[src/rtl/adam_aes_core_sequencer_pkg.sv]
// Shared declarations for the AES core command sequencer.
// Opcodes, FSM state encoding and key-length constants.
package adam_aes_pkg;

  typedef enum logic [1:0] {
    OP_KEYINIT,
    OP_ENC,
    OP_DEC,
    OP_RSVD
  } aes_op_e;

  typedef enum logic [2:0] {
    S_IDLE,
    S_KSTART,
    S_KWAIT,
    S_ESTART,
    S_EWAIT,
    S_DSTART,
    S_DWAIT,
    S_RESP
  } seq_state_e;

  localparam logic KEYLEN_128 = 1'b0;
  localparam logic KEYLEN_256 = 1'b1;

endpackage

[src/rtl/adam_aes_core_sequencer_if.sv]
// Command / response channel between the register front-end
// and the AES command sequencer.
interface adam_aes_core_sequencer_if;
  logic       cmd_valid;
  logic       cmd_ready;
  logic [1:0] cmd_op;
  logic       cmd_keylen;
  logic       rsp_valid;
  logic       rsp_ready;
  logic       rsp_err;

  modport master (
    output cmd_valid, cmd_op, cmd_keylen, rsp_ready,
    input  cmd_ready, rsp_valid, rsp_err
  );

  modport slave (
    input  cmd_valid, cmd_op, cmd_keylen, rsp_ready,
    output cmd_ready, rsp_valid, rsp_err
  );
endinterface

[src/rtl/adam_aes_core_sequencer.sv]
// AES command sequencer: starts key expansion / cipher engines,
// owns the shared S-box select and returns one response per command.
module adam_aes_core_sequencer
  import adam_aes_pkg::*;
#(
  parameter int TIMEOUT_CYCLES = 64
) (
  input  logic clk,
  input  logic rst,
  adam_aes_core_sequencer_if.slave cmd,
  output logic key_init,
  input  logic key_ready,
  output logic enc_next,
  input  logic enc_ready,
  output logic dec_next,
  input  logic dec_ready,
  output logic sbox_sel,
  output logic keylen,
  output logic key_valid,
  output logic busy
);

  localparam int TO_W = $clog2(TIMEOUT_CYCLES + 1);
  localparam logic [TO_W-1:0] TO_MAX = TO_W'(TIMEOUT_CYCLES);

  seq_state_e state, state_n;
  aes_op_e    op;

  logic            err_q, err_n;
  logic            kv_q, kv_n;
  logic            kl_q, kl_n;
  logic            key_init_q, enc_q, dec_q, sbox_q;
  logic            seen_low;
  logic [TO_W-1:0] wd, wd_inc;
  logic            start_st, wait_st;
  logic            eng_rdy, done, to_hit;

  assign op = aes_op_e'(cmd.cmd_op);

  assign start_st = (state == S_KSTART) |
                    (state == S_ESTART) |
                    (state == S_DSTART);
  assign wait_st  = (state == S_KWAIT) |
                    (state == S_EWAIT) |
                    (state == S_DWAIT);

  assign eng_rdy = ((state == S_KWAIT) & key_ready) |
                   ((state == S_EWAIT) & enc_ready) |
                   ((state == S_DWAIT) & dec_ready);

  // Completion needs a low sample first so a stale idle ready is not taken as done.
  assign done   = seen_low & eng_rdy;
  assign wd_inc = (wd == TO_MAX) ? wd : wd + TO_W'(1);
  assign to_hit = (wd_inc == TO_MAX);

  always_ff @(posedge clk or posedge rst) begin
    if (rst) begin
      state      <= S_IDLE;
      err_q      <= 1'b0;
      kv_q       <= 1'b0;
      kl_q       <= KEYLEN_128;
      key_init_q <= 1'b0;
      enc_q      <= 1'b0;
      dec_q      <= 1'b0;
      sbox_q     <= 1'b0;
      seen_low   <= 1'b0;
      wd         <= '0;
    end else begin
      state      <= state_n;
      err_q      <= err_n;
      kv_q       <= kv_n;
      kl_q       <= kl_n;
      key_init_q <= (state_n == S_KSTART);
      enc_q      <= (state_n == S_ESTART);
      dec_q      <= (state_n == S_DSTART);
      sbox_q     <= (state_n == S_KSTART) |
                    (state_n == S_KWAIT);
      if (start_st) begin
        seen_low <= 1'b0;
        wd       <= '0;
      end else if (wait_st) begin
        if (!eng_rdy) seen_low <= 1'b1;
        wd <= wd_inc;
      end
    end
  end

  always_comb begin
    state_n = state;
    err_n   = err_q;
    kv_n    = kv_q;
    kl_n    = kl_q;
    unique case (state)
      S_IDLE: begin
        if (cmd.cmd_valid) begin
          unique case (1'b1)
            op == OP_KEYINIT: begin
              kl_n    = cmd.cmd_keylen;
              kv_n    = 1'b0;
              state_n = S_KSTART;
            end
            (op == OP_ENC) && kv_q: state_n = S_ESTART;
            (op == OP_DEC) && kv_q: state_n = S_DSTART;
            default: begin
              state_n = S_RESP;
              err_n   = 1'b1;
            end
          endcase
        end
      end
      S_KSTART: state_n = S_KWAIT;
      S_ESTART: state_n = S_EWAIT;
      S_DSTART: state_n = S_DWAIT;
      S_KWAIT, S_EWAIT, S_DWAIT: begin
        if (done) begin
          state_n = S_RESP;
          err_n   = 1'b0;
          if (state == S_KWAIT) kv_n = 1'b1;
        end else if (to_hit) begin
          state_n = S_RESP;
          err_n   = 1'b1;
        end
      end
      S_RESP: begin
        if (cmd.rsp_ready) state_n = S_IDLE;
      end
      default: state_n = S_IDLE;
    endcase
  end

  always_comb begin
    cmd.cmd_ready = (state == S_IDLE);
    cmd.rsp_valid = (state == S_RESP);
    cmd.rsp_err   = err_q & (state == S_RESP);
    busy          = (state != S_IDLE);
    key_init      = key_init_q;
    enc_next      = enc_q;
    dec_next      = dec_q;
    sbox_sel      = sbox_q;
    keylen        = kl_q;
    key_valid     = kv_q;
  end

endmodule

[src/flat_wrapper.sv]
// flat-port wrapper written by rule: the top's interface ports become plain ports
module adam_aes_core_sequencer_flat import adam_aes_pkg::*;
#(
  parameter int TIMEOUT_CYCLES = 64
)
  (clk, rst, key_init, key_ready, enc_next, enc_ready, dec_next, dec_ready, sbox_sel, keylen, key_valid, busy, cmd_cmd_valid, cmd_cmd_op, cmd_cmd_keylen, cmd_rsp_ready, cmd_cmd_ready, cmd_rsp_valid, cmd_rsp_err);
  adam_aes_core_sequencer_if cmd_i ();
  input  logic clk;
  input  logic rst;
  output logic key_init;
  input  logic key_ready;
  output logic enc_next;
  input  logic enc_ready;
  output logic dec_next;
  input  logic dec_ready;
  output logic sbox_sel;
  output logic keylen;
  output logic key_valid;
  output logic busy;
  input wire logic [$bits(cmd_i.cmd_valid)-1:0] cmd_cmd_valid;
  input wire logic [$bits(cmd_i.cmd_op)-1:0] cmd_cmd_op;
  input wire logic [$bits(cmd_i.cmd_keylen)-1:0] cmd_cmd_keylen;
  input wire logic [$bits(cmd_i.rsp_ready)-1:0] cmd_rsp_ready;
  output wire logic [$bits(cmd_i.cmd_ready)-1:0] cmd_cmd_ready;
  output wire logic [$bits(cmd_i.rsp_valid)-1:0] cmd_rsp_valid;
  output wire logic [$bits(cmd_i.rsp_err)-1:0] cmd_rsp_err;
  assign cmd_i.cmd_valid = cmd_cmd_valid;
  assign cmd_i.cmd_op = cmd_cmd_op;
  assign cmd_i.cmd_keylen = cmd_cmd_keylen;
  assign cmd_i.rsp_ready = cmd_rsp_ready;
  assign cmd_cmd_ready = cmd_i.cmd_ready;
  assign cmd_rsp_valid = cmd_i.rsp_valid;
  assign cmd_rsp_err = cmd_i.rsp_err;
  adam_aes_core_sequencer #(.TIMEOUT_CYCLES(TIMEOUT_CYCLES)) u_core (.clk(clk), .rst(rst), .cmd(cmd_i), .key_init(key_init), .key_ready(key_ready), .enc_next(enc_next), .enc_ready(enc_ready), .dec_next(dec_next), .dec_ready(dec_ready), .sbox_sel(sbox_sel), .keylen(keylen), .key_valid(key_valid), .busy(busy));
endmodule
[config.mk]
export PLATFORM = sky130hd
export DESIGN_NAME = adam_aes_core_sequencer_flat
export DESIGN_NICKNAME = d
export VERILOG_FILES = /design/src/rtl/adam_aes_core_sequencer_pkg.sv /design/src/rtl/adam_aes_core_sequencer_if.sv /design/src/rtl/adam_aes_core_sequencer.sv /design/src/flat_wrapper.sv
export SDC_FILE = /design/constraint.sdc
export NUM_CORES = 1
export LEC_CHECK = 0
export ABC_CLOCK_PERIOD_IN_PS = 2400
export CAP_MARGIN = 40
export CORE_ASPECT_RATIO = 1.75
export CORE_MARGIN = 1.5
export CORE_UTILIZATION = 50
export DETAILED_ROUTE_END_ITERATION = 7
export HOLD_SLACK_MARGIN = 0.05
export PLACE_DENSITY_LB_ADDON = 0.05
export SETUP_SLACK_MARGIN = 0.2
export SLEW_MARGIN = 20
export SYNTH_ARGS = -nofsm -noshare
export SYNTH_HDL_FRONTEND = slang
export SYNTH_SLANG_ARGS = --single-unit
[constraint.sdc]
create_clock -name clk -period 2.4 [get_ports clk]
set_clock_uncertainty 0.15 [all_clocks]
set_input_delay 0.72 -clock clk [delete_from_list [all_inputs] [get_ports clk]]
set_output_delay 0.72 -clock clk [all_outputs]
set_load 0.05 [all_outputs]
### Word level (Yosys, flattened, before mapping)

Cells that the tools add are included.

* register bits: 18
* input bits: 10
* word-level logic and storage cells: 80

* multiplexer cells: 22
* equal/unequal tests: 22
* add/subtract/negate cells: 1
* reductions and logical operators: 13
* bitwise logic cells: 12

Operator list (count)
* $mux W7: 3
* $pmux W3 S6: 1
* $eq A3 B3 Y1 const B: 5
* $eq A7 B7 Y1 const B: 2
* $eq A3 B2 Y1 const B: 4
* $mux W3: 4
* $mux W1: 11
* $pmux W3 S3: 1
* $ne A2 B1 Y1 const B: 4
* $add A7 B1 Y7 const B: 1
* $or A1 B1 Y1: 7
* $eq A3 B1 Y1 const B: 2
* $reduce_or A3 Y1: 2
* $and A1 B1 Y1: 5
* $reduce_and A5 Y1: 1
* $ne A2 B2 Y1 const B: 2
* $pmux W1 S2: 2
* $reduce_and A4 Y1: 1
* $reduce_bool A2 Y1: 2
* $logic_not A3 Y1: 1
* $ne A3 B1 Y1 const B: 1
* $reduce_and A3 Y1: 1
* $reduce_bool A3 Y1: 1
* $eq A2 B1 Y1 const B: 1
* 4 further kinds: 5

### Depth between registers and ports, before layout

Gate-level depths: netlist (run 1).

* depth after elaboration: 9
* gate-level depth with buffers: 9
* depth with buffers taken out: 9

### Least setup slack after synthesis (run 1)

No wires, ideal clock.

* path kind: register to register
* start: reg u_core.state[0]
* end: reg u_core.kl_q, in the netlist u_core.keylen
* library setup time: 0.125 ns
* setup slack: -0.039 ns
* required time: 2.125 ns
* buffers on the path: 1
* data arrival time: 2.164 ns
* stages on the path, launching flop included: 7
* clock period less this slack: 2.439 ns
* path through: dfrtp_1 -> clkbuf_8 -> or3_2 -> inv_1 -> nand2_1 -> nor3_2 -> mux2_2

* word-level cells in the longest chain between the ends: 2

RTL lines
* from (decl): line adam_aes_core_sequencer.sv:26 `seq_state_e state, state_n;`
* from (signal assigned): line adam_aes_core_sequencer.sv:69 `state <= state_n;`
* $logic_not A3 Y1
* named net cmd_cmd_ready: line flat_wrapper.sv:24 `output wire logic [$bits(cmd_i.cmd_ready)-1:0] cmd_cmd_ready;`
* $reduce_and A3 Y1 (no line)
* to (signal assigned): line adam_aes_core_sequencer.sv:72 `kl_q <= kl_n;`
* to (decl): line adam_aes_core_sequencer.sv:31 `logic kl_q, kl_n;`

The timed path passes the listed nets, and every way through them passes these cells.
A chain may end at the register's enable or synchronous reset.

### Worst setup path in the final report (run 1)

* start: reg u_core.wd[1]
* end: reg u_core.sbox_q, in the netlist u_core.sbox_sel

* word-level cells in the longest chain between the ends: 8
* elaborated cells on any way between the ends: 10
* those cells by class: 1 x add/sub; 4 x eq/ne; 4 x mux; 1 x bitwise

RTL lines
* from (decl): line adam_aes_core_sequencer.sv:34 `logic [TO_W-1:0] wd, wd_inc;`
* from (signal assigned): line adam_aes_core_sequencer.sv:83 `wd <= wd_inc;`
* $add A7 B1 Y7 or $eq A7 B7 Y1 (tied branches): line adam_aes_core_sequencer.sv:53 `assign wd_inc = (wd == TO_MAX) ? wd : wd + TO_W'(1);`
* $mux W7 *: line adam_aes_core_sequencer.sv:53
* $eq A7 B7 Y1 *: line adam_aes_core_sequencer.sv:54 `assign to_hit = (wd_inc == TO_MAX);`
* $mux W3 *: line adam_aes_core_sequencer.sv:119 `end else if (to_hit) begin`
* $mux W3 *: line adam_aes_core_sequencer.sv:115 `if (done) begin`
* $pmux W3 S6 *: line adam_aes_core_sequencer.sv:93 `unique case (state)`
* named net u_core.state_n[1]: line adam_aes_core_sequencer.sv:26
* $eq A3 B1 Y1 or $eq A3 B2 Y1 (tied branches): line adam_aes_core_sequencer.sv:76, adam_aes_core_sequencer.sv:77
* $or A1 B1 Y1 *: line adam_aes_core_sequencer.sv:76 `sbox_q <= (state_n == S_KSTART) |`
* to (signal assigned): line adam_aes_core_sequencer.sv:76
* to (decl): line adam_aes_core_sequencer.sv:32 `logic key_init_q, enc_q, dec_q, sbox_q;`

Mark *: on every way through the listed nets, which the timed path passes. The rest lies on a longest branch.

==> metrics, run 1 <==
status=complete, no violations; drt total wl=3462 microns; Slew @ Worst Pin=493.2 ps; pwr dens=1220 mW/mm^2; I/O Buffers=19; Layout area overhead=42.35%; Seq/Total Area, Yosys=35.79%; Fin. Hold Viols=0; GP Congestion=0.8458; post-synth top area share=35.79%; Longest Clk Path Bufs=2; Synth Net Count=160; synthesis-stage register bit count=18; worst-path maximum fanout=5; Pins Over Slew Limit=0; Syn. warnings=0; kind of start point of the critical path=flop; final period utilization=93.56%; clock sinks=18; # DRC=0; hold buffers post-CTS=0; vias in the first global route=1,211; core area=0.002331 sq mm; Nets=207; initial antenna violation count=0; H-tree depth=1; Fmax=445.3 MHz; Rows=23; ANT cells=0; TritonRoute pass-1 iters=4; worst skew pair latency=between 200 and 300 ps; share of post-route cells with drive strength above 1=a little over a third; Top FF cell, synth=dfrtp_1; synthesized area=0.001259 sq mm; combinational share of power=63.7%; CTS buffer count=3; Synth area leader=dfrtp_1; drt wl/cell=roughly 16 microns; Avg Synthesized Cell Area=8.505 sq um; largest vdd supply drop=946.2 uV; RSZ-0062 raised after global routing=true; CP Capture Type=flop; Final Util=around three quarters; FFs w/ async S/R, synth=100.0%; Slew HR=67.25%; # IOs=20; CTS tree=yes; die area=0.002839 sq mm; Hold Startpoint=u_core.keylen$_DFFE_PP0P_; R2R cell count=8; Root Driver=clkbuf_8; most common cell after layout, fill and taps aside=buf_4; MaxCap Viol Count=0; Internal=1204 uW; Flop pwr share=24.6%; Die Ht=around 69 microns; Unique masters post-synth=41; Total GRT Usage=between 20% and 30%; Post-Syn Instances=around 150; Post-synth EDFFs=0; WP data arrival=2280 ps; number of fillers in the final layout=180; Setup crit end=u_core.sbox_sel$_DFF_PP0_; clock slew at reported path FFs=70 ps; DRT antenna net count=0; Sw Pwr=slightly below 1000 uW; reg-to-reg setup timing slack=150 ps; commonest cells after routing, fill and taps aside=buf_4, nand2_1, dfrtp_1; r2r endpoint=u_core.sbox_sel$_DFF_PP0_; Final min period=2245 ps; pin count of the biggest net entering global routing=19; Clock Power Share=about an eighth; reg2reg start=u_core.wd[1]$_DFFE_PP0P_; Lkg Pwr=between 0.0008 and 0.0009 uW; Starting Density=54.00%; WS Path Type=reg -> reg; via count=1,291; Vias/cell=between 5 and 6; first-pass GRT wire length=roughly 5200 microns; Die Wd=40.93 microns; worst hold path class=reg -> reg; final setup fails=0; total gr overflow=0; worst setup path startpoint=u_core.wd[1]$_DFFE_PP0P_; critical path required time=2430 ps; hold slack=between 300 and 400 ps; hpwl dp=~2500 microns; switch share=44.92%; ranking of synthesized cells by area=dfrtp_1, o21ai_0, nand2_1; DR iter-0 viols=25
routing by layer:
layer / track usage, % / share of wire (%)
met1: 27.25 / 38
met2: 46.70 / 56
met3: 2.244 / 3.0
met4: 12.22 / 2.9
met5: 0 / 0
state kept, by name, summed over array words and instances, names as in the netlist:
name / cells
u_core.key_valid: 1
u_core.dec_next: 1
u_core.sbox_sel: 1
u_core.state: 3
u_core.key_init: 1
u_core.enc_next: 1
u_core.seen_low: 1
u_core.err_q: 1
u_core.keylen: 1
u_core.wd: 7
worst max-delay path, stage by stage (launching register included):
cell and delay (ps):
dfrtp_1 410, ha_2 210, and3_4 200, a211o_1 270
a2bb2oi_2 200, nor2_2 90, o31a_1 270, xor2_1 170
nor3_2 180
stage by stage:
| step | cells | total power (uW) | instance area, sq um | TNS, ps | setup WS, ps |
|---|---|---|---|---|---|
| 2_1_floorplan | 148 | 1333 | 1266 | 0 | 212.8 |
| 3_3_place_gp | 198 | 1639 | 1553 | -320.6 | -146.7 |
| 3_5_place_dp | 198 | 1693 | 1553 | -732.9 | -254.8 |
| 4_1_cts | 209 | 2043 | 1685 | 0 | 146.0 |
| 5_1_grt | 219 | 2315 | 1792 | 0 | 75.78 |
| 6_report | 219 | 2186 | 1792 | 0 | 154.5 |
power by group through the flow:
| stage | sequential (uW) | combinational, uW | clock [uW] |
|---|---|---|---|
| 2_1_floorplan | 611 | 722 | 0 |
| 3_3_place_gp | 547 | 1090 | 0 |
| 3_5_place_dp | 552 | 1140 | 0 |
| 4_1_cts | 539 | 1250 | 256 |
| 5_1_grt | 549 | 1500 | 267 |
| 6_report | 538 | 1390 | 256 |
synthesized netlist by cell type (3+ instances only):
cell type / n
a21oi_1: 7
nand2_1: 20
a31oi_1: 4
dfrtp_1: 18
clkbuf_1: 4
nor2_1: 11
nor3_1: 3
nand3_1: 10
o21ai_0: 16
inv_1: 9
final cells by class:
cell class / instances / area, sq um / area share [%]
multi-input combinational: 113 / 767.0 / 42.81
sequential: 18 / 452.9 / 25.28
timing repair buffer: 50 / 447.9 / 25.00
clock buffer: 4 / 55.05 / 3.073
inverter: 9 / 37.54 / 2.095
tap: 25 / 31.28 / 1.746
worst min-delay path by stage:
stage                                endpoint  slack [ps]  cells after the start
finish              u_core.keylen$_DFFE_PP0P_         360                      1
global route        u_core.keylen$_DFFE_PP0P_         400                      1
CTS                  u_core.err_q$_DFFE_PP0P_         360                      2
detailed placement   u_core.err_q$_DFFE_PP0P_         350                      2
global placement    u_core.keylen$_DFFE_PP0P_         340                      1
floorplan            u_core.err_q$_DFFE_PP0P_         330                      2
logic make-up after synthesis:
kind of cell | after synthesis | share of synthesized area [%]
AO/OA/AOI/OAI | 45 | 24.25
XOR/XNOR | 2 | 1.392
adder cells (fa/ha/maj) | 3 | 2.783
buffers and inverters | 17 | 7.853
flip-flops | 18 | 35.79
multiplexers | 2 | 1.789
AND/OR/NAND/NOR | 61 | 26.14
repair_timing:
action | CTS | global route
endpoints found under the hold margin | 0 | 0
pin swaps | 8 | 10
resized for setup | 18 | 10
setup endpoints to repair | 13 | 9
buffers inserted | 7 | 10
Power figures use the tool's default switching activity.
==> run 2: changes to the inputs <==
CTS_CLUSTER_DIAMETER = 150   (was unset)
==> results of run 2 <==
The final DEF is identical to that of run 1; final timing and power are the same.
==> run 3: changes to the inputs <==
ABC_CLOCK_PERIOD_IN_PS = 2700   (was 2400)
TNS_END_PERCENT = 100   (was unset)
clock period = 2.7 ns   (was 2.4 ns; I/O delays follow)
==> metrics, run 3 (synthesis gave the netlist of run 1 again) <==
status=complete, no violations; Die Ht=approximately 69 microns; Layout area overhead=23.16%; Hold Startpoint=u_core.keylen$_DFFE_PP0P_; RSZ-0062 raised after global routing=false; CP Capture Type=flop; drt wl/cell=16.06 microns; Design Power=roughly 1700 uW; WS Path Type=in -> reg; Die Wd=40.93 microns; share of post-route cells with drive strength above 1=19.64%; Fin. Hold Viols=0; Slew @ Worst Pin=723.5 ps; hpwl dp=2254 microns; drt total wl=around 3100 microns; Root Driver=clkbuf_8; pin count of the biggest net entering global routing=27; worst setup path startpoint=key_ready; Final min period=2440 ps; Largest register FFs=7; final period utilization=approximately 90%; Nets=181; reg2reg start=u_core.wd[0]$_DFFE_PP0P_; Slew HR=roughly half; DRT antenna net count=0; first-pass GRT wire length=around 5000 microns; Place WS=-56.37 ps; Rows=23; kind of start point of the critical path=primary input; GP Congestion=roughly 0.84; # DRC=0; vias in the first global route=1,155; setup ws final=260.1 ps; worst hold path class=reg -> reg; die area=0.002839 sq mm; worst skew pair latency=260 ps; Total GRT Usage=around a quarter; ANT cells=0; MaxCap Viol Count=0; hold buffers post-CTS=0; post-route insts no fill=193; critical path required time=2760 ps; Fmax=roughly 410 MHz; largest vdd supply drop=623.4 uV; Lkg Pwr=approximately 0.00066 uW; Pins Over Slew Limit=0; final setup fails=0; worst-path maximum fanout=4; Longest Clk Path Bufs=2; clock sinks=18; CTS buffer count=3; most common cell after layout, fill and taps aside=nand2_1; number of instances in the placed design=188; commonest cells after routing, fill and taps aside=nand2_1, o21ai_0, dfrtp_1; TritonRoute pass-1 iters=4; Post-Route Setup TNS=0 ps; total gr overflow=0; # IOs=20; Vias/cell=6.145; H-tree depth=1; initial antenna violation count=0; Largest Register=u_core.wd; CTS tree=yes; via count=1,186; Starting Density=54.00%; core area=0.002331 sq mm; I/O Buffers=19; clock slew at reported path FFs=around 70 ps; top flop regs=u_core.wd x7, u_core.state x3; DR iter-0 viols=31; hold slack=between 300 and 400 ps; pwr dens=between 1000 and 1500 mW/mm^2; WP data arrival=2500 ps
[run 3: cell types whose count changed in the layout (fill, tap and decap cells not counted), moves of 2 or more]
cell	change
o21ai_0	+2
dlygate4sd2_1	-7
clkdlybuf4s50_1	+10
nor2_1	+2
buf_4	-26
nor2_2	-2
o21ai_1	-2
dlymetal6s2s_1	-2
[run 3: final timing paths]
kind | to | slack, ps | cells after the start
worst max register to register | u_core.sbox_sel$_DFF_PP0_ | 320 | 8
max in group asynchronous | u_core.wd[1]$_DFFE_PP0P_ | 1080 | 2
worst min register to register | u_core.keylen$_DFFE_PP0P_ | 370 | 1
worst max-delay path | u_core.dec_next$_DFF_PP0_ | 260 | 7
min in group asynchronous | u_core.enc_next$_DFF_PP0_ | 810 | 2
worst min-delay path | u_core.keylen$_DFFE_PP0P_ | 370 | 1
[run 3: layout make-up]
cell class / count / area (sq um)
clock buffers: 4 / 55.05
flip-flops and latches: 18 / 452.9
multi-input cells: 113 / 721.9
fillers: 198 / 780.7
well taps: 25 / 31.28
repair buffers: 24 / 255.2
inverters: 9 / 33.78
[run 3: repair_timing]
| item | in CTS | in global routing |
|---|---|---|
| pin swaps | 0 | 1 |
| setup endpoints to repair | 1 | 4 |
| setup buffers | 0 | 1 |
| gates resized for setup | 1 | 5 |
[run 3: routing by layer]
| layer | routed length (microns) | GRT usage, % | share of wire (%) |
|---|---|---|---|
| met3 | 115 | 2.244 | 3.7 |
| met4 | 85 | 11.85 | 2.7 |
| met5 | 0 | 0 | 0 |
| met2 | 1724 | 42.01 | 56 |
| met1 | 1174 | 26.91 | 38 |
[run 3: through the flow]
stage,cell area [sq um],utilization [%]
4_1_cts,1529,65.59
3_3_place_gp,1473,63.18
3_5_place_dp,1473,63.18
2_1_floorplan,1259,-
5_1_grt,1550,66.51
6_report,1550,66.51
[run 3: power breakdown]
part | switching (uW) | leakage (uW) | internal (uW) | total [uW]
Combinational | 578 | 0.000411 | 397 | 975
Clock | 96.0 | 0.0000288 | 130 | 226
Sequential | 119 | 0.000222 | 370 | 488
Total | 793 | 0.000662 | 897 | 1690
[run 3: worst max-delay path: stages]
cell	delay [ps]
clkdlybuf4s50_1	470
mux2_2	160
nand2_1	80
a211oi_2	280
nor3_1	110
a211oi_2	340
and3b_2	240
